## config.mk

```make
export PLATFORM = sky130hd
export DESIGN_NAME = rr_arbiter_4_decoded_flat
export DESIGN_NICKNAME = d
export VERILOG_FILES = /design/src/rtl/arb_pkg.sv /design/src/rtl/rr_arbiter_4_decoded_if.sv /design/src/rtl/decoder_2to4_with_enable.sv /design/src/rtl/rr_arbiter_4_decoded.sv /design/src/flat_wrapper.sv
export SDC_FILE = /design/constraint.sdc
export NUM_CORES = 1
export LEC_CHECK = 0
export ABC_AREA = 1
export CORE_UTILIZATION = 45
export DETAILED_ROUTE_END_ITERATION = 8
export PLACE_DENSITY = 0.73
export SETUP_SLACK_MARGIN = 0.05
export SYNTH_ARGS = -nofsm -noshare
export SYNTH_HDL_FRONTEND = slang
export SYNTH_SLANG_ARGS = --single-unit
```

## constraint.sdc

```tcl
create_clock -name clk -period 1.5 [get_ports clk]
set_clock_uncertainty 0.2 [all_clocks]
set_input_delay 0.3 -clock clk [delete_from_list [all_inputs] [get_ports clk]]
set_output_delay 0.3 -clock clk [all_outputs]
set_load 0.03 [all_outputs]
```

## src/rtl/arb_pkg.sv

```systemverilog
// Shared constants for the four-way round-robin arbiter: requester count,
// index width and FSM state encoding.
package arb_pkg;

  localparam int N_REQ = 4;
  localparam int IDX_W = 2;

  localparam logic [1:0] IDLE  = 2'd0;
  localparam logic [1:0] GRANT = 2'd1;
  localparam logic [1:0] GAP   = 2'd2;

  // Requester index that follows i, wrapping 3 -> 0.
  function automatic logic [IDX_W-1:0] next_idx(input logic [IDX_W-1:0] i);
    return i + IDX_W'(1);
  endfunction

endpackage

```

## src/rtl/rr_arbiter_4_decoded_if.sv

```systemverilog
// Request/grant bundle between four clients and the round-robin arbiter.
interface rr_arbiter_4_decoded_if;
  import arb_pkg::*;

  logic [N_REQ-1:0] req;
  logic             done;
  logic [N_REQ-1:0] gnt;
  logic [IDX_W-1:0] gnt_idx;
  logic             gnt_valid;
  logic             timeout;

  modport master (
    output req, done,
    input  gnt, gnt_idx, gnt_valid, timeout
  );

  modport slave (
    input  req, done,
    output gnt, gnt_idx, gnt_valid, timeout
  );

endinterface

```

## src/rtl/decoder_2to4_with_enable.sv

```systemverilog
// 2-to-4 one-hot decoder with active-high enable; a is the MSB of the select.
module decoder_2to4_with_enable (
  input  logic e,
  input  logic a,
  input  logic b,
  output logic y0,
  output logic y1,
  output logic y2,
  output logic y3
);

  always_comb begin
    y0 = e & ~a & ~b;
    y1 = e & ~a &  b;
    y2 = e &  a & ~b;
    y3 = e &  a &  b;
  end

endmodule

```

## src/rtl/rr_arbiter_4_decoded.sv

```systemverilog
// Four-requester round-robin arbiter with hold limit and a one-cycle dead gap
// between owners; the one-hot grant comes from the shared 2-to-4 decoder.
module rr_arbiter_4_decoded
  import arb_pkg::*;
#(
  parameter int MAX_HOLD = 8
) (
  input  logic                    clk,
  input  logic                    rst,
  rr_arbiter_4_decoded_if.slave   bus
);

  // state | meaning
  // IDLE  | no owner, arbitrating among requests
  // GRANT | gnt_idx owns the resource, hold counter running
  // GAP   | one dead cycle after a release, arbitrating with advanced pointer

  localparam int CNT_W = (MAX_HOLD > 2) ? $clog2(MAX_HOLD) : 1;
  localparam logic [CNT_W-1:0] LIMIT = CNT_W'(MAX_HOLD - 1);

  logic [1:0]       state;
  logic [IDX_W-1:0] ptr;
  logic [IDX_W-1:0] idx;
  logic             valid;
  logic [CNT_W-1:0] cnt;
  logic             timeout_q;

  logic [IDX_W:0]   pick;
  logic             owner_req;
  logic             at_limit;
  logic             release_now;
  logic [N_REQ-1:0] gnt_dec;

  // Returns {found, index} of the first set request scanning ptr, ptr+1, ...
  function automatic logic [IDX_W:0] rr_pick(input logic [N_REQ-1:0] r,
                                             input logic [IDX_W-1:0] p);
    logic [IDX_W:0]   res;
    logic [IDX_W-1:0] c;
    res = '0;
    for (int k = N_REQ - 1; k >= 0; k--) begin
      c = p + IDX_W'(k);
      if (r[c]) res = {1'b1, c};
    end
    return res;
  endfunction

  always_comb begin
    pick        = rr_pick(bus.req, ptr);
    owner_req   = bus.req[idx];
    at_limit    = (cnt == LIMIT);
    release_now = bus.done | ~owner_req | at_limit;
  end

  always_ff @(posedge clk or posedge rst) begin
    if (rst) begin
      state     <= IDLE;
      ptr       <= '0;
      idx       <= '0;
      valid     <= 1'b0;
      cnt       <= '0;
      timeout_q <= 1'b0;
    end else begin
      timeout_q <= 1'b0;
      case (state)
        GRANT: begin
          if (release_now) begin
            state     <= GAP;
            valid     <= 1'b0;
            ptr       <= next_idx(idx);
            // Only a pure hold-limit expiry counts as a revocation.
            timeout_q <= at_limit & ~bus.done & owner_req;
          end else begin
            cnt <= cnt + CNT_W'(1);
          end
        end
        default: begin
          if (pick[IDX_W]) begin
            state <= GRANT;
            idx   <= pick[IDX_W-1:0];
            cnt   <= '0;
            valid <= 1'b1;
          end else begin
            state <= IDLE;
          end
        end
      endcase
    end
  end

  decoder_2to4_with_enable u_dec (
    .e  (valid),
    .a  (idx[1]),
    .b  (idx[0]),
    .y0 (gnt_dec[0]),
    .y1 (gnt_dec[1]),
    .y2 (gnt_dec[2]),
    .y3 (gnt_dec[3])
  );

  assign bus.gnt       = gnt_dec;
  assign bus.gnt_idx   = idx;
  assign bus.gnt_valid = valid;
  assign bus.timeout   = timeout_q;

endmodule

```

## src/flat_wrapper.sv

```systemverilog
// flat-port wrapper written by rule: the top's interface ports become plain ports
module rr_arbiter_4_decoded_flat import arb_pkg::*;
#(
  parameter int MAX_HOLD = 8
)
  (clk, rst, bus_req, bus_done, bus_gnt, bus_gnt_idx, bus_gnt_valid, bus_timeout);
  rr_arbiter_4_decoded_if bus_i ();
  input  logic clk;
  input  logic rst;
  input wire logic [$bits(bus_i.req)-1:0] bus_req;
  input wire logic [$bits(bus_i.done)-1:0] bus_done;
  output wire logic [$bits(bus_i.gnt)-1:0] bus_gnt;
  output wire logic [$bits(bus_i.gnt_idx)-1:0] bus_gnt_idx;
  output wire logic [$bits(bus_i.gnt_valid)-1:0] bus_gnt_valid;
  output wire logic [$bits(bus_i.timeout)-1:0] bus_timeout;
  assign bus_i.req = bus_req;
  assign bus_i.done = bus_done;
  assign bus_gnt = bus_i.gnt;
  assign bus_gnt_idx = bus_i.gnt_idx;
  assign bus_gnt_valid = bus_i.gnt_valid;
  assign bus_timeout = bus_i.timeout;
  rr_arbiter_4_decoded #(.MAX_HOLD(MAX_HOLD)) u_core (.clk(clk), .rst(rst), .bus(bus_i));
endmodule
```

# == Word level (Yosys, flattened, before mapping) ==
# Index checks and enable logic that the tools add are counted.
# totals
ff_bits,11
in_bits,7
output_inout_bits,8
word_cells,65
# classes
add_sub_neg,5
magnitude_cmp,5
n_eq_ne,4
mux,25
bitwise_logic,15
reduce_logical,5
# ops
op,n
2-to-1 mux 3 bit,7
"less-than comparator 2 x 3 -> 1 bit, second input constant",5
2-to-1 mux 1 bit,11
binary-select mux 1 bit (select 2 bit),5
bitwise AND 1 bit,8
AND reduction 2 bit,4
NOT 1 bit,5
"adder 2 x 1 -> 2 bit, second input constant",2
"adder 2 bit, second input constant",2
2-to-1 mux 2 bit,2
"adder 3 x 1 -> 3 bit, second input constant",1
"== test 3 bit, second input constant",1
"== test 2 x 1 -> 1 bit, second input constant",1
"!= test 2 x 1 -> 1 bit, second input constant",1
"!= test 2 bit, second input constant",1
OR 1 bit,2
nonzero test 2 bit,1

# == Logic depth before layout (Yosys ltp) ==
# Gate-level depths: netlist of run 1.
# logic_depth
word_depth,9
ltp_mapped,12
mapped_depth_nobuf,11

# == By module ==
# Synthesis of run 1 repeated with hierarchy kept, for this count alone.
# unflattened
hier_cells,115
area_unflattened_um2,798.3
# by_module_without_submodules
mod,n_inst,cells_per_inst,area_per_inst_um2,seq_area_each_um2
rr_arbiter_4_decoded,1,107,768.2,275.3
decoder_2to4_with_enable,1,8,30.0,0.0

# == Worst setup path before layout of run 1 ==
# Ideal clock, no wire load.
# synth_path
kind,register to register
from,register u_core.cnt[0]
to,register u_core.cnt[0]
setup_ns,0.117
arrival_ns,1.211
required_time_ns,1.183
setup_slack_ns,-0.028
path_stages_with_launch,8
path_buffers,0
period_less_slack_ns,1.528
cell_sequence,dfrtp_1 -> ha_1 -> ha_1 -> nand3b_1 -> nand2_2 -> nand2_2 -> nand2_1 -> nand2_1
# synth_between
elab_chain_cells,4
word_cells_on_any_way,7
cone_classes,1 x add/sub; 2 x eq/ne; 2 x mux; 1 x bitwise; 1 x reduce/logical
# synth_rtl
element,line_no,rtl
from (decl),rr_arbiter_4_decoded.sv:25,logic [CNT_W-1:0] cnt;
from (signal assigned),rr_arbiter_4_decoded.sv:73,cnt <= cnt + CNT_W'(1);
branches (longest 4 deep; another with adder 3 x 1 -> 3 bit),n/a,
# Several ways; the timed one is not identified. The select of a mux whose other input is x is not followed.
# A chain may end at the register's enable or synchronous reset.

# == Worst setup path in the final report of run 1 ==
# layout_path
from,register u_core.idx[0] (netlist: u_core.bus.gnt_idx[0])
to,output bus_gnt[0]
# layout_between
elab_chain_cells,2
# layout_rtl
element,line_no,rtl
from (decl),rr_arbiter_4_decoded.sv:23,logic [IDX_W-1:0] idx;
from (signal assigned),rr_arbiter_4_decoded.sv:79,idx <= pick[IDX_W-1:0];
NOT 1 bit,decoder_2to4_with_enable.sv:13,y0 = e & ~a & ~b;
bitwise AND 1 bit,decoder_2to4_with_enable.sv:13,
to (decl),flat_wrapper.sv:12,output wire logic [$bits(bus_i.gnt)-1:0] bus_gnt;
# Every way passes these cells.

==> results.sh, run 1 <==
export IMPL_synth_edff_count=0
export IMPL_fin_util_pct=66.1
export IMPL_netlist_top_cells_area="dfrtp_1, nand2_1, nand2_2"
export IMPL_cp_required_ns=1.00
export IMPL_async_reset_ff_share_pct=100
export IMPL_final_cell_count_no_fill=167
export IMPL_synth_avg_cell_area_um2=7.12
export IMPL_path_buf_inv=2
export IMPL_p_sw_w=0.00141
export IMPL_multi_input_area_um2=502
export IMPL_p_clk_share_pct=7.5
export IMPL_p_sw_share_pct=51.1
export IMPL_r2r_slack_ns=-0.14
export IMPL_drc=0
export IMPL_p_seq_share_pct=20.5
export IMPL_die_x_um=44.8
export IMPL_critPathMaxStageDelay_ns=0.47
export IMPL_port_buffer_count=14
export IMPL_crit_path_top_delay_cell="dfrtp_2"
export IMPL_drt_wl_total_um=1850
export IMPL_dieArea_um2=2010
export IMPL_std_cell_rows=15
export IMPL_antenna_found_initial=0
export IMPL_clockBufferDepth=2
export IMPL_synth_common_cells="nand2_1, nand2_2, dfrtp_1, nand3_1, inv_1"
export IMPL_drtIter0Drc=8
export IMPL_cts_sinks=11
export IMPL_synth_seq_cells=11
export IMPL_cp_start_kind="flop"
export IMPL_synthCells=116
export IMPL_grt_overflow_total=0
export IMPL_gr_usage_all_layers_pct=22.0
export IMPL_grt_setup_unrepaired="true"
export IMPL_vdd_drop_max_v=0.00146
export IMPL_avgViaCountPerCell=4.78
export IMPL_clock_fmax_mhz=600
export IMPL_synthToLayoutAreaGrowth_pct=38.2
export IMPL_postRouteAntennaNets=0
export IMPL_nets=152
export IMPL_setup_viol=15
export IMPL_synth_most_common_cell="nand2_1"
export IMPL_worst_pin_slew_ns=0.439
export IMPL_dp_cells=159
export IMPL_synth_top_cell_by_area="dfrtp_1"
export IMPL_coreArea_um2=1730
export IMPL_cts_buffers=3
export IMPL_critPathKind="reg2out"
export IMPL_root_buffer="clkbuf_4"
export IMPL_cap_violations=0
export IMPL_ios=15
export IMPL_min_period_ns=1.67
export IMPL_worstHoldPathType="in2async"
export IMPL_post_route_period_util_pct=111
export IMPL_arrival_ns=1.17
export IMPL_status="complete, but fails checks"
export IMPL_drive_above_1_share_pct=44.4
export IMPL_p_per_area_nw_per_um2=2420
export IMPL_seq_area_frac_synth_pct=33.3
export IMPL_clk_transition_reported_paths_ns=0.07
export IMPL_pre_cts_slack_ns=-0.389
export IMPL_setup_slack_ns=-0.167
export IMPL_end_kind="primary output"
export IMPL_vias=798
export IMPL_combPwrFrac_pct=72.0
export IMPL_yosysWarnings=0
export IMPL_p_int_w=0.00135
export IMPL_seq_area_um2=278
export IMPL_maxSlewViolCount=0
export IMPL_yosys_area_top_type_share_pct=33.3
export IMPL_holdWs_ns=0.121
export IMPL_tns_ns=-1.46
export IMPL_path_delay_family="flip-flops"
export IMPL_failed_checks="setup timing"
export IMPL_syn_num_nets=125
export IMPL_wl_per_cell_um=11.1
export IMPL_grt_start_max_net_pins=12
export IMPL_p_leak_nw=0.595
export IMPL_cts_max_level=1
export IMPL_netlist_area_um2=826
export IMPL_relSlewSlack_pct=70.7
export IMPL_gp_congestion=0.828
export IMPL_n_antenna_cell=0
export IMPL_hold_violations=0
export IMPL_start_util_pct=47.8
export IMPL_cts_tree="yes"
export IMPL_path_cells="inv_4 > nand2_2 > nor2_1 > buf_4"
export IMPL_drt_pre_antenna_iters=4
export IMPL_clk_latency_ns=0.27
export IMPL_die_h_um=44.8
export IMPL_path_max_fanout=6
export IMPL_fillers=152
export IMPL_grt_pass1_vias=763
export IMPL_dp_hpwl_um=1350
export IMPL_synth_ff_type="dfrtp_1"
export IMPL_yosysUniqueCellTypes=20
export IMPL_grt_pass1_wl_um=3130
## layout by cell type, fill, tap and decap left out, drive strengths merged
cell type,synthesis,final
nand4,2,2
clkbuf,0,4
a21oi,1,1
nand3b,2,2
clkdlybuf4s50,0,6
nor3,2,2
o21ai,4,4
inv,13,13
nor2,6,6
ha,2,2
buf,7,23
nand3,12,12
nand2,54,54
dfrtp,11,11
## power groups by stage
stage | registers [W] | logic [W] | clock network [W]
floorplan | 0.000533 | 0.00132 | 0
global placement | 0.000554 | 0.00169 | 0
detailed placement | 0.000558 | 0.00171 | 0
CTS | 0.000556 | 0.00185 | 0.000213
global route | 0.000584 | 0.00220 | 0.000234
finish | 0.000565 | 0.00198 | 0.000207
## through the flow
step           power, W  instance area (um2)
3_3_place_gp    0.00224                 1010
5_1_grt         0.00302                 1140
2_1_floorplan   0.00186                  831
3_5_place_dp    0.00227                 1010
6_report        0.00276                 1140
4_1_cts         0.00262                 1090
## flip-flops by register name, summed over array words and instances, names as in the netlist
register,flops
u_core.cnt,3
u_core.bus.gnt_idx,2
u_core.bus.timeout,1
u_core.bus.gnt_valid,1
u_core.ptr,2
u_core.state,2
## kinds of logic after synthesis
logic type                 after synthesis  share of synthesized area, %
adders and majority gates                2                          3.03
buffers and inverters                   20                          13.0
and+or+nand+nor                         78                          47.6
AOI/OAI and AO/OA                        5                          3.03
DFF                                     11                          33.3
## repair_timing
| item | in CTS | in global routing |
|---|---|---|
| setup buffers | 3 | 1 |
| hold buffers | 0 | 0 |
| setup endpoints to repair | 14 | 15 |
| gates resized for setup | 11 | 12 |
| pin swaps | 5 | 6 |
| endpoints found under the hold margin | 0 | 0 |
## layer usage
metal / part of all wire [%] / track usage (%) / up-vias
met5: 0 / 0 / -
li1: - / - / 414
met3: 3.7 / 5.20 / 4
met1: 44 / 25.1 / 365
met4: 1.6 / 8.48 / 0
met2: 51 / 39.4 / 15
## cell type report
type                    count  share of cell area (%)
well taps                  25                    2.74
repair buffers             29                    21.7
clock buffers               4                    2.30
inverters                  13                    4.93
flip-flops and latches     11                    24.3
multi-input cells          85                    44.0
## worst paths after layout
kind / start / to / depth (start not counted)
max in group asynchronous: rst / u_core.ptr[0] / 2
worst max register to register: u_core.cnt[0] / u_core.cnt[2] / 7
min in group clk: u_core.cnt[2] / u_core.cnt[2] / 2
worst min register to register: u_core.cnt[2] / u_core.cnt[2] / 2
worst max-delay path: u_core.bus.gnt_idx[0] / bus_gnt[0] / 4
worst min-delay path: rst / u_core.bus.gnt_idx[1] / 2
Note: power is estimated with default switching activity, not from simulation.
==> inputs of run 2 (changes only) <==
Settings changed: CELL_PAD_IN_SITES_DETAIL_PLACEMENT from default to 1, CELL_PAD_IN_SITES_GLOBAL_PLACEMENT from default to 2, CORE_UTILIZATION 45 to 25, PLACE_DENSITY 0.73 to 0.72.
==> results.sh, run 2 (synthesized netlist as in run 1, its figures left out) <==
export IMPL_status="complete, but fails checks"
export IMPL_failed_checks="setup timing"
export IMPL_power_w=0.00328
export IMPL_grt_start_max_net_pins=12
export IMPL_n_antenna_cell=0
export IMPL_tns_ns=-1.28
export IMPL_worst_pin_slew_ns=0.426
export IMPL_p_leak_nw=0.724
export IMPL_root_buffer="clkbuf_4"
export IMPL_postRouteAntennaNets=0
export IMPL_relSlewSlack_pct=71.6
export IMPL_clk_transition_reported_paths_ns=0.08
export IMPL_drive_above_1_share_pct=56.0
export IMPL_grt_pass1_wl_um=3950
export IMPL_holdWs_ns=0.118
export IMPL_setup_slack_ns=-0.170
export IMPL_final_cell_mix="nand2_1, buf_4, nand2_4, nand2_2, nand3_1"
export IMPL_cts_buffers=3
export IMPL_coreArea_um2=3100
export IMPL_clk_latency_ns=0.27
export IMPL_dieArea_um2=3540
export IMPL_nets=160
export IMPL_drt_wl_total_um=2430
export IMPL_worstHoldPathType="in2async"
export IMPL_vdd_drop_max_v=0.000773
export IMPL_drtIter0Drc=36
export IMPL_vias=829
export IMPL_die_x_um=59.5
export IMPL_grt_setup_unrepaired="true"
export IMPL_regMostFlops="u_core.cnt"
export IMPL_synthToLayoutAreaGrowth_pct=63.5
export IMPL_min_period_ns=1.67
export IMPL_grt_pass1_vias=850
export IMPL_gr_usage_all_layers_pct=15.2
export IMPL_layout_commonest_cell="nand2_1"
export IMPL_clock_fmax_mhz=599
export IMPL_path_cells="inv_4 > nand2_2 > nor2_1 > buf_4"
export IMPL_final_cell_count_no_fill=194
export IMPL_p_per_area_nw_per_um2=2430
export IMPL_antenna_found_initial=0
export IMPL_post_route_period_util_pct=111
export IMPL_die_h_um=59.5
export IMPL_critPathKind="reg2out"
export IMPL_cap_violations=0
export IMPL_cp_required_ns=1.00
export IMPL_largest_register_ffs=3
export IMPL_avgViaCountPerCell=4.27
export IMPL_path_max_fanout=5
export IMPL_grt_overflow_total=0
export IMPL_cts_sinks=11
export IMPL_hold_violations=0
export IMPL_ios=15
export IMPL_drt_met1_wl_um=1030
export IMPL_clockBufferDepth=2
export IMPL_dp_cells=179
export IMPL_cts_tree="yes"
export IMPL_wl_met3_um=72
export IMPL_end_kind="primary output"
export IMPL_dr_wl_met2_um=1320
export IMPL_cts_max_level=1
export IMPL_wl_per_cell_um=12.5
export IMPL_fin_util_pct=43.5
export IMPL_cp_start_kind="flop"
export IMPL_top_layer="met3"
export IMPL_dp_hpwl_um=1690
export IMPL_port_buffer_count=14
export IMPL_critPathMaxStageDelay_ns=0.46
export IMPL_setup_viol=13
export IMPL_gp_congestion=0.805
export IMPL_drc=0
export IMPL_drt_pre_antenna_iters=4
export IMPL_fillers=393
export IMPL_arrival_ns=1.17
export IMPL_maxSlewViolCount=0
export IMPL_start_util_pct=26.6
export IMPL_crit_path_top_delay_cell="dfrtp_2"
export IMPL_std_cell_rows=20
==> run 2: critical path, delay by kind of cell, from the launching register on <==
family                 cells  cell delay, ns
buffers and inverters      2            0.26
flip-flops                 1            0.46
AND/OR/NAND/NOR            2            0.17
==> run 2: path summary, 6_finish.rpt <==
path,depth (start not counted),start,slack [ns],end
max,4,u_core.bus.gnt_idx[1],-0.17,bus_gnt[0]
min,2,rst,0.12,u_core.bus.timeout
max reg2reg,7,u_core.cnt[0],-0.11,u_core.cnt[2]
min reg2reg,2,u_core.cnt[2],0.34,u_core.cnt[2]
max in group asynchronous,2,rst,0.66,u_core.bus.gnt_idx[0]
min in group clk,2,u_core.cnt[2],0.34,u_core.cnt[2]
==> run 2: report_power, final <==
| group | total (W) | switching [W] | internal [W] |
|---|---|---|---|
| Sequential | 0.000577 | 0.000144 | 0.000433 |
| Combinational | 0.00249 | 0.00140 | 0.00109 |
| Clock | 0.000207 | 0.000109 | 0.0000987 |
| Total | 0.00328 | 0.00165 | 0.00162 |
==> run 2: per-stage QoR <==
| stage | instance area (um2) | worst slack [ns] |
|---|---|---|
| 5_1_grt | 1350 | -0.278 |
| 4_1_cts | 1210 | -0.183 |
| 6_report | 1350 | -0.170 |
| 2_1_floorplan | 831 | 0.0149 |
| 3_3_place_gp | 1040 | -0.394 |
| 3_5_place_dp | 1040 | -0.403 |
==> run 2: cell type report <==
class | instances | area (um2) | share of cell area (%)
multi-input cells | 85 | 586 | 43.4
repair buffers | 37 | 343 | 25.4
flip-flops and latches | 11 | 280 | 20.8
inverters | 13 | 58.8 | 4.36
well taps | 44 | 55.1 | 4.08
clock buffers | 3 | 22.5 | 1.67
clock inverters | 1 | 5.00 | 0.371
==> run 2: what timing repair did <==
action | in CTS | in global routing
hold endpoints to repair | 0 | 0
gates cloned | 0 | 0
setup buffers | 8 | 3
hold buffers | 0 | 0
gates resized for setup | 26 | 30
pin swaps | 10 | 14
setup endpoints to repair | 15 | 17
==> run 2: layer usage <==
metal	vias to the layer above	track usage [%]
met1	386	18.7
met2	16	27.4
met3	0	2.18
met5	-	0
li1	427	-
met4	0	4.08
==> inputs of run 3 (changes only) <==
Settings changed: CORE_ASPECT_RATIO from default to 0.8.
==> results.sh, run 3 (synthesized netlist as in run 1, its figures left out) <==
export IMPL_reg2regPathDepth=7
export IMPL_drt_wl_total_um=2540
export IMPL_p_leak_nw=0.677
export IMPL_r2r_start="u_core.cnt[1]"
export IMPL_setup_slack_ns=-0.171
export IMPL_clk_transition_reported_paths_ns=0.06
export IMPL_hold_violations=0
export IMPL_cts_tree="yes"
export IMPL_start_util_pct=26.6
export IMPL_grt_pass1_vias=812
export IMPL_final_cell_mix="nand2_1, nand2_2, buf_4, buf_6, nand3_1"
export IMPL_ios=15
export IMPL_cts_buffers=3
export IMPL_clk_latency_ns=0.24
export IMPL_nets=159
export IMPL_wl_per_cell_um=13.4
export IMPL_cp_required_ns=1.00
export IMPL_drc=0
export IMPL_dp_hpwl_um=1820
export IMPL_relSlewSlack_pct=69.7
export IMPL_fillers=387
export IMPL_cts_max_level=1
export IMPL_p_sw_w=0.00164
export IMPL_critPathKind="reg2out"
export IMPL_end_kind="primary output"
export IMPL_avgViaCountPerCell=4.53
export IMPL_die_x_um=66.3
export IMPL_largest_register_ffs=3
export IMPL_min_period_ns=1.67
export IMPL_failed_checks="setup timing"
export IMPL_die_h_um=53.4
export IMPL_cts_sinks=11
export IMPL_p_per_area_nw_per_um2=2500
export IMPL_layout_commonest_cell="nand2_1"
export IMPL_dieArea_um2=3540
export IMPL_p_int_w=0.00165
export IMPL_drtIter0Drc=19
export IMPL_drt_pre_antenna_iters=3
export IMPL_r2r_slack_ns=-0.16
export IMPL_status="complete, but fails checks"
export IMPL_regMostFlops="u_core.cnt"
export IMPL_postRouteAntennaNets=0
export IMPL_r2r_end="u_core.cnt[1]"
export IMPL_synthToLayoutAreaGrowth_pct=59.4
export IMPL_p_sw_share_pct=49.9
export IMPL_holdWs_ns=0.174
export IMPL_final_cell_count_no_fill=189
export IMPL_postCtsHoldBufs=0
export IMPL_cap_violations=0
export IMPL_setup_viol=16
export IMPL_port_buffer_count=14
export IMPL_arrival_ns=1.17
export IMPL_antenna_found_initial=0
export IMPL_cp_start_kind="flop"
export IMPL_drive_above_1_share_pct=54.4
export IMPL_coreArea_um2=3110
export IMPL_p_clk_share_pct=9.4
export IMPL_combPwrFrac_pct=72.3
export IMPL_gp_congestion=0.729
export IMPL_fin_util_pct=42.4
export IMPL_worst_pin_slew_ns=0.454
export IMPL_std_cell_rows=18
export IMPL_n_antenna_cell=0
export IMPL_dp_cells=176
export IMPL_grt_setup_unrepaired="true"
export IMPL_maxSlewViolCount=0
export IMPL_p_seq_share_pct=18.4
export IMPL_vias=856
export IMPL_clock_fmax_mhz=598
export IMPL_path_max_fanout=5
export IMPL_gr_usage_all_layers_pct=15.3
export IMPL_root_buffer="clkbuf_8"
export IMPL_clockBufferDepth=2
export IMPL_grt_pass1_wl_um=3910
export IMPL_grt_start_max_net_pins=12
export IMPL_post_route_period_util_pct=111
export IMPL_vdd_drop_max_v=0.00119
export IMPL_grt_overflow_total=0
export IMPL_worstHoldPathType="in2async"
==> run 3: changes by cell type in the layout (fill, tap and decap cells not counted), moves of 2 or more <==
| cell | delta |
|---|---|
| o21ai_2 | +2 |
| o21ai_1 | -3 |
| dlymetal6s2s_1 | -2 |
| nand2_4 | -9 |
| buf_6 | +4 |
| nand2_2 | +5 |
| buf_4 | -4 |
| clkbuf_8 | +3 |
| dlygate4sd2_1 | +3 |
| nand2_1 | +4 |
| clkbuf_4 | -3 |
==> run 3: routing by layer <==
layer,share of wire [%],global-route usage [%]
met1,47,19.7
met2,51,25.5
met3,1.7,2.80
met4,0.71,5.32
met5,0,0
==> run 3: per-stage QoR <==
stage                     power (W)  setup slack (ns)  setup TNS (ns)  area (um2)
after floorplan             0.00186            0.0149               0         831
after global placement      0.00235            -0.405           -3.42        1040
after detailed placement    0.00240            -0.428           -3.49        1040
after CTS                   0.00300            -0.146           -1.33        1190
after global routing        0.00354            -0.241           -2.58        1320
final                       0.00328            -0.171           -1.55        1320
==> run 3: how the worst max path moves through the flow <==
stage	start	slack, ns	to	depth (start not counted)
5_1_grt	u_core.bus.gnt_idx[0]	-0.24	u_core.cnt[0]	7
3_3_place_gp	bus_req[3]	-0.41	u_core.cnt[2]	8
4_1_cts	u_core.bus.gnt_idx[0]	-0.15	u_core.cnt[1]	8
3_5_place_dp	bus_req[2]	-0.43	u_core.cnt[1]	8
6_report	u_core.bus.gnt_idx[1]	-0.17	bus_gnt[1]	3
2_1_floorplan	u_core.cnt[1]	0.01	u_core.cnt[0]	7
==> run 3: cell type report <==
class	count	area (um2)	area share, %
inverters	13	56.3	4.28
clock buffers	4	45.0	3.42
well taps	40	50.0	3.80
flip-flops and latches	11	279	21.2
multi-input cells	85	557	42.3
repair buffers	36	329	25.0
==> run 3: what timing repair did <==
item                       CTS  global route
setup buffers                4             5
resized for setup           27            23
pin swaps                    9            11
setup endpoints to repair   16            16
==> run 3: power by group through the flow <==
stage               clock, W  combinational [W]  sequential [W]
floorplan                  0            0.00132        0.000533
global placement           0            0.00179        0.000567
detailed placement         0            0.00183        0.000567
CTS                 0.000312            0.00211        0.000582
global route        0.000332            0.00259        0.000619
finish              0.000307            0.00237        0.000603
==> run 3: worst max-delay path, cell delays in order (launching register included) <==
cell and delay (ns):
dfrtp_2 0.46, buf_6 0.14, nor3_2 0.15, buf_4 0.18
==> RTL change 1 (config.mk and constraints of run 1) <==
`MAX_HOLD` is set to 8 in 2 places; all go to 16.
--- a/src/rtl/rr_arbiter_4_decoded.sv
+++ b/src/rtl/rr_arbiter_4_decoded.sv
@@ -5,3 +5,3 @@
 #(
-  parameter int MAX_HOLD = 8
+  parameter int MAX_HOLD = 16
 ) (
--- a/src/flat_wrapper.sv
+++ b/src/flat_wrapper.sv
@@ -3,3 +3,3 @@
 #(
-  parameter int MAX_HOLD = 8
+  parameter int MAX_HOLD = 16
 )
Behaviour: not the same (a bounded check fails within 10 cycles, from zero or initial values and one cycle with rst high).
==> RTL change 1 against run 1 <==
- power increased by 35%
- critical path type unchanged
- utilization increased by 17 points
- sequential cell count increased by 1
- setup slack got worse by 0.11 ns
- the flow still finishes with violations (setup timing)
- maximum frequency decreased by 5.9%
- first-iteration DRC count increased to 6.5 times the old value
- final area increased by 30%
- area after synthesis increased by 7.7%
- routed wire length increased by 86%
- global-route usage increased by 1.9 points
- hold slack improved by 0.069 ns
==> RTL change 1: results (changes against run 1) <==
INFO  metric grt_pass1_vias = 817 (+7.1%)
INFO  metric clock_net_power = 260 uW (+26%)
INFO  metric routed_wire_length_per_instance = 17.9 um (+61%)
INFO  metric critPathMaxFanout = 7 (+1)
INFO  metric syn_nets = 140 (+12%)
INFO  metric worst_ep_arrival_time = 1.27 ns (+0.10 ns)
INFO  metric drt-vias-per-instance = 5.46 (+14%)
INFO  metric power.density = 2500 mW/mm2 (+3.3%)
INFO  metric seq_area_frac_synth = 33.8% (+0.42 points)
INFO  metric run_status = complete, but fails checks
INFO  metric yosys-top-cells-count = nand2_1, nand3_1, inv_1, dfrtp_1, nor2_1
INFO  metric num-nonclk-inverters = 21 (+8)
INFO  metric synth_area_leaders = dfrtp_1, nand2_1, nand3_1
INFO  metric synth_area_in_adders = 1.41% (-1.6 points)
INFO  metric post-place-ws = -0.411 ns (-0.0218 ns)
INFO  metric detailedPlacementHpwl = 1.56 mm (+16%)
INFO  metric flops_and_latches = 12 (+1)
INFO  metric setup-violations-final = 17 (+2)
INFO  metric sh_seq_area = 20.4% (-3.9 points)
INFO  metric largest_reg_flops = 4 (+1)
INFO  metric timing.rr.start = u_core.ptr[0]$_DFFE_PP0P_
INFO  metric failed_checks = setup timing
INFO  metric final.signal_buffer_count = 39 (+34%)
INFO  metric synth-compound-area-share = 3.38% (+0.35 points)
INFO  metric worst-r2r-cell-count = 11 (+4)
INFO  metric fin_ws = -0.272 ns (-0.105 ns)
INFO  metric worst_ir_drop_vdd = 1.53 mV (+4.8%)
INFO  metric multi_input_comb_cells = 92 (+8.2%)
INFO  metric fraction_of_area_in_multi_input_gates = 46.1% (+2.1 points)
INFO  metric worstReg2RegEnd = u_core.cnt[3]$_DFFE_PP0P_
INFO  metric summed_negative_setup_slack_over_all_endpoints = -3.26 ns (-1.80 ns)
INFO  metric synth-xor-area-share = 0.985% (+0.98 points)
INFO  metric yosysUniqueCellTypes = 21 (+5.0%)
INFO  metric comb_pwr = 2850 uW (+44%)
INFO  metric die_width = 46.5 um (+3.6%)
INFO  metric first_pass_grt_wire_length = 3.55 mm (+13%)
INFO  metric final_nets = 177 (+16%)
INFO  metric non_clock_buffer_area_share = 23.4% (+1.7 points)
INFO  metric clock_tree_area_fraction = 2.44% (+0.13 points)
INFO  metric gp_routability_congestion = 0.833 (+0.62%)
INFO  metric grt_start_max_net_pins = 13 (+1)
RTL change 1: routing by layer:
| layer | track usage [%] | up-vias | routed length (um) |
|---|---|---|---|
| met5 | 0 | - | 0 |
| met4 | 5.29 | 0 | 181 |
| met3 | 6.67 | 17 | 355 |
| met2 | 40.0 | 76 | 1630 |
| met1 | 30.2 | 480 | 1280 |
| li1 | - | 480 | - |
RTL change 1: stage by stage:
stage | hold WS [ns] | cells | power (uW)
floorplan | -0.0353 | 132 | 1840
CTS | 0.128 | 188 | 2880
global route | 0.200 | 193 | 3920
global placement | 0.342 | 175 | 2260
finish | 0.189 | 193 | 3720
detailed placement | 0.342 | 175 | 2300
RTL change 1: timing repair:
action | in CTS | in global routing
setup buffers | 8 | 5
cloned | 1 | 0
pin swaps | 9 | 20
gates resized for setup | 24 | 49
setup endpoints to repair | 17 | 18
RTL change 1: critical path: stages, from the launching register on:
cell and delay (ns):
dfrtp_2 0.51, nor2_4 0.14, inv_2 0.05, nor2_1 0.11, buf_4 0.18
==> RTL change 2 (flow settings as in run 1) <==
Made on the original files. Make the reset (`rst`) synchronous in one clocked block.
--- a/src/rtl/rr_arbiter_4_decoded.sv
+++ b/src/rtl/rr_arbiter_4_decoded.sv
@@ -53,3 +53,3 @@
 
-  always_ff @(posedge clk or posedge rst) begin
+  always_ff @(posedge clk) begin
     if (rst) begin
Function: differs if rst is asserted again (counterexample within 4 cycles, from zero or initial values and one cycle with rst high); with rst held inactive, the same outputs for 10 cycles.
==> RTL change 2 against run 1 <==
- the flow still finishes with violations (setup timing)
- register-to-register slack improved by 0.03 ns
- critical path type is now flop to flop
- hold slack better by 0.14 ns
- area after synthesis down 1.1%
- sequential power shrank 19%
- critical endpoint is now u_core.state[0]$_SDFFE_PP0P_
- sequential cell count unchanged
- maximum frequency increased by 3.7%
- highest routed layer unchanged
- routed wire length up 12%
- final area rose by 4.1%
- setup slack gained 0.059 ns
- cell count is 5.4% higher
- power is 26% lower
- sequential share of layout area shrank 4.8 points
==> RTL change 2: results (changes against run 1) <==
INFO  metric run_status = complete, but fails checks
INFO  metric failed_checks = setup timing
INFO  metric buffers_on_ports = 14 (unchanged)
INFO  metric numCtsBuffers = 3 (unchanged)
INFO  metric clock_latency = 0.27 ns (about the same)
INFO  metric antenna_found_initial = 0 (unchanged)
INFO  metric synth-compound-area-share = 7.96% (+4.9 points)
INFO  metric placement.cell_area = 978 um2 (-3.0%)
INFO  metric grt_start_max_net_pins = 8 (-4)
INFO  metric groute.usage.overall = 21.9% (-0.045 points)
INFO  metric detailedPlacementHpwl = 1.41 mm (+4.2%)
INFO  metric gp_routability_congestion = 0.805 (-2.8%)
INFO  metric seq_area_frac_synth = 27.0% (-6.4 points)
INFO  metric synthMuxAreaShare = 0% (unchanged)
INFO  metric post-place-ws = -0.465 ns (-0.0764 ns)
INFO  metric synth_area_leaders = dfxtp_1, nand2_1, nand2_2
INFO  metric worst_ep_arrival_time = 1.58 ns (+0.41 ns)
INFO  metric syn_nets = 133 (+6.4%)
INFO  metric first_pass_grt_wire_length = 3.21 mm (+2.7%)
INFO  metric dominantRegCellSynth = dfxtp_1
INFO  metric synth-xor-area-share = 1.07% (+1.1 points)
INFO  metric post_route_cells_drive_above_1_share = 50.3% (+6.0 points)
INFO  metric fin_ws = -0.107 ns (+0.0591 ns)
INFO  metric routed_wirelength = 2.08 mm (+12%)
INFO  metric worst-r2r-cell-count = 11 (+4)
INFO  metric worstReg2RegEnd = u_core.state[0]$_SDFFE_PP0P_
INFO  metric p_leak = 0.000573 uW (-3.7%)
INFO  metric worstMarginPinSlew = 0.264 ns (-0.175 ns)
INFO  metric cts_buffer_depth = 2 (unchanged)
INFO  metric setup-violations-final = 12 (-3)
INFO  metric hold_path_class = flop to flop
INFO  metric synth_area_in_adders = 3.06% (+0.032 points)
INFO  metric fillerInstances = 136 (-11%)
INFO  metric timing.rr.start = u_core.ptr[0]$_SDFFE_PP0P_
INFO  metric worst_ir_drop_vdd = 0.851 mV (-42%)
INFO  metric critPathMaxFanout = 7 (+1)
INFO  metric yosys-top-cells-count = nand2_1, inv_1, nand2_2, dfxtp_1, nand3_1
INFO  metric root_buffer_cell = clkbuf_4
INFO  metric final_nets = 161 (+5.9%)
INFO  metric cts_hold_buffers = 0 (unchanged)
INFO  metric top_register = u_core.cnt
INFO  metric asyncSetResetFlopFracSynth = 0% (-100 points)
INFO  metric fin_hold_ws = 0.261 ns (+0.141 ns)
INFO  metric drt_first_pass_iters = 4 (unchanged)
INFO  metric num_vias = 871 (+9.1%)
INFO  metric yosysUniqueCellTypes = 21 (+5.0%)
INFO  metric starting_drt_drc_count = 17 (+9)
INFO  metric grt_pass1_vias = 807 (+5.8%)
-- RTL change 2: changes by cell type after synthesis, sizes merged, moves of 2 or more --
cell	change
o22ai	+2
nor2	+3
o211ai	+3
and2	+2
nor3	+3
nand2	-10
dfxtp	+11
inv	+7
nand3b	-2
o21ai	-4
nand4	-2
a21oi	+5
dfrtp	-11
-- RTL change 2: logic make-up (layout without fill, tap and decap cells) --
family,after synthesis,count (layout)
AOI/OAI and AO/OA,11,11
DFF,11,11
buffers and inverters,28,55
and+or+nand+nor,71,71
adders and majority gates,2,2
xor gates and xnor gates,1,1
-- RTL change 2: worst max-delay path: stages (launching register included) --
cell and delay (ns):
dfxtp_2 0.36, buf_6 0.11, inv_6 0.04, nand2_2 0.05, nand2_2 0.08, nand2_4 0.09
nand2_4 0.07, nor2_4 0.13, nand3_2 0.12, nand2_4 0.12, buf_4 0.11, nor2_1 0.03
-- RTL change 2: report_power, final --
group | total (uW) | switching (uW) | internal (uW)
Combinational | 1370 | 776 | 596
Clock | 205 | 102 | 103
Sequential | 460 | 85.8 | 374
-- RTL change 2: stage by stage --
step / setup TNS, ns / std cells / util, % / power (uW)
5_1_grt: -1.83 / 176 / 69.5 / 2170
3_5_place_dp: -3.93 / 164 / 57.3 / 1470
4_1_cts: -0.193 / 175 / 66.2 / 1910
6_report: -0.727 / 176 / 69.5 / 2040
3_3_place_gp: -3.31 / 164 / 57.3 / 1440
2_1_floorplan: 0 / 124 / - / 1240
-- RTL change 2: how the worst max path moves through the flow --
stage,start,end,cells past startpoint
final,u_core.ptr[0]$_SDFFE_PP0P_,u_core.state[0]$_SDFFE_PP0P_,11
after global routing,u_core.bus.gnt_idx[0]$_SDFFE_PP0P_,u_core.ptr[1]$_SDFFE_PP0P_,6
after CTS,u_core.ptr[0]$_SDFFE_PP0P_,u_core.cnt[2]$_SDFFE_PP0P_,11
after detailed placement,bus_req[1],u_core.cnt[2]$_SDFFE_PP0P_,9
after global placement,bus_req[1],u_core.cnt[0]$_SDFFE_PP0P_,10
after floorplan,u_core.cnt[0]$_SDFFE_PP0P_,u_core.cnt[0]$_SDFFE_PP0P_,8
-- RTL change 2: layout make-up --
cell class / count / area share [%]
clock buffer: 4 / 2.21
inverter: 20 / 7.17
multi-input combinational: 85 / 46.4
sequential: 11 / 19.5
tap: 25 / 2.63
timing repair buffer: 31 / 22.1
-- RTL change 2: routing by layer --
layer / vias to the layer above / wire, um / global-route usage [%]
li1: 441 / - / -
met1: 402 / 876 / 28.1
met2: 22 / 1080 / 37.9
met3: 6 / 71 / 2.45
met4: 0 / 50 / 7.27
met5: - / 0 / 0
-- RTL change 2: timing repair --
action                                  CTS  global route
pin swaps                                13            11
setup buffers                             7             2
endpoints found under the setup margin   18            16
gates resized for setup                  35            15
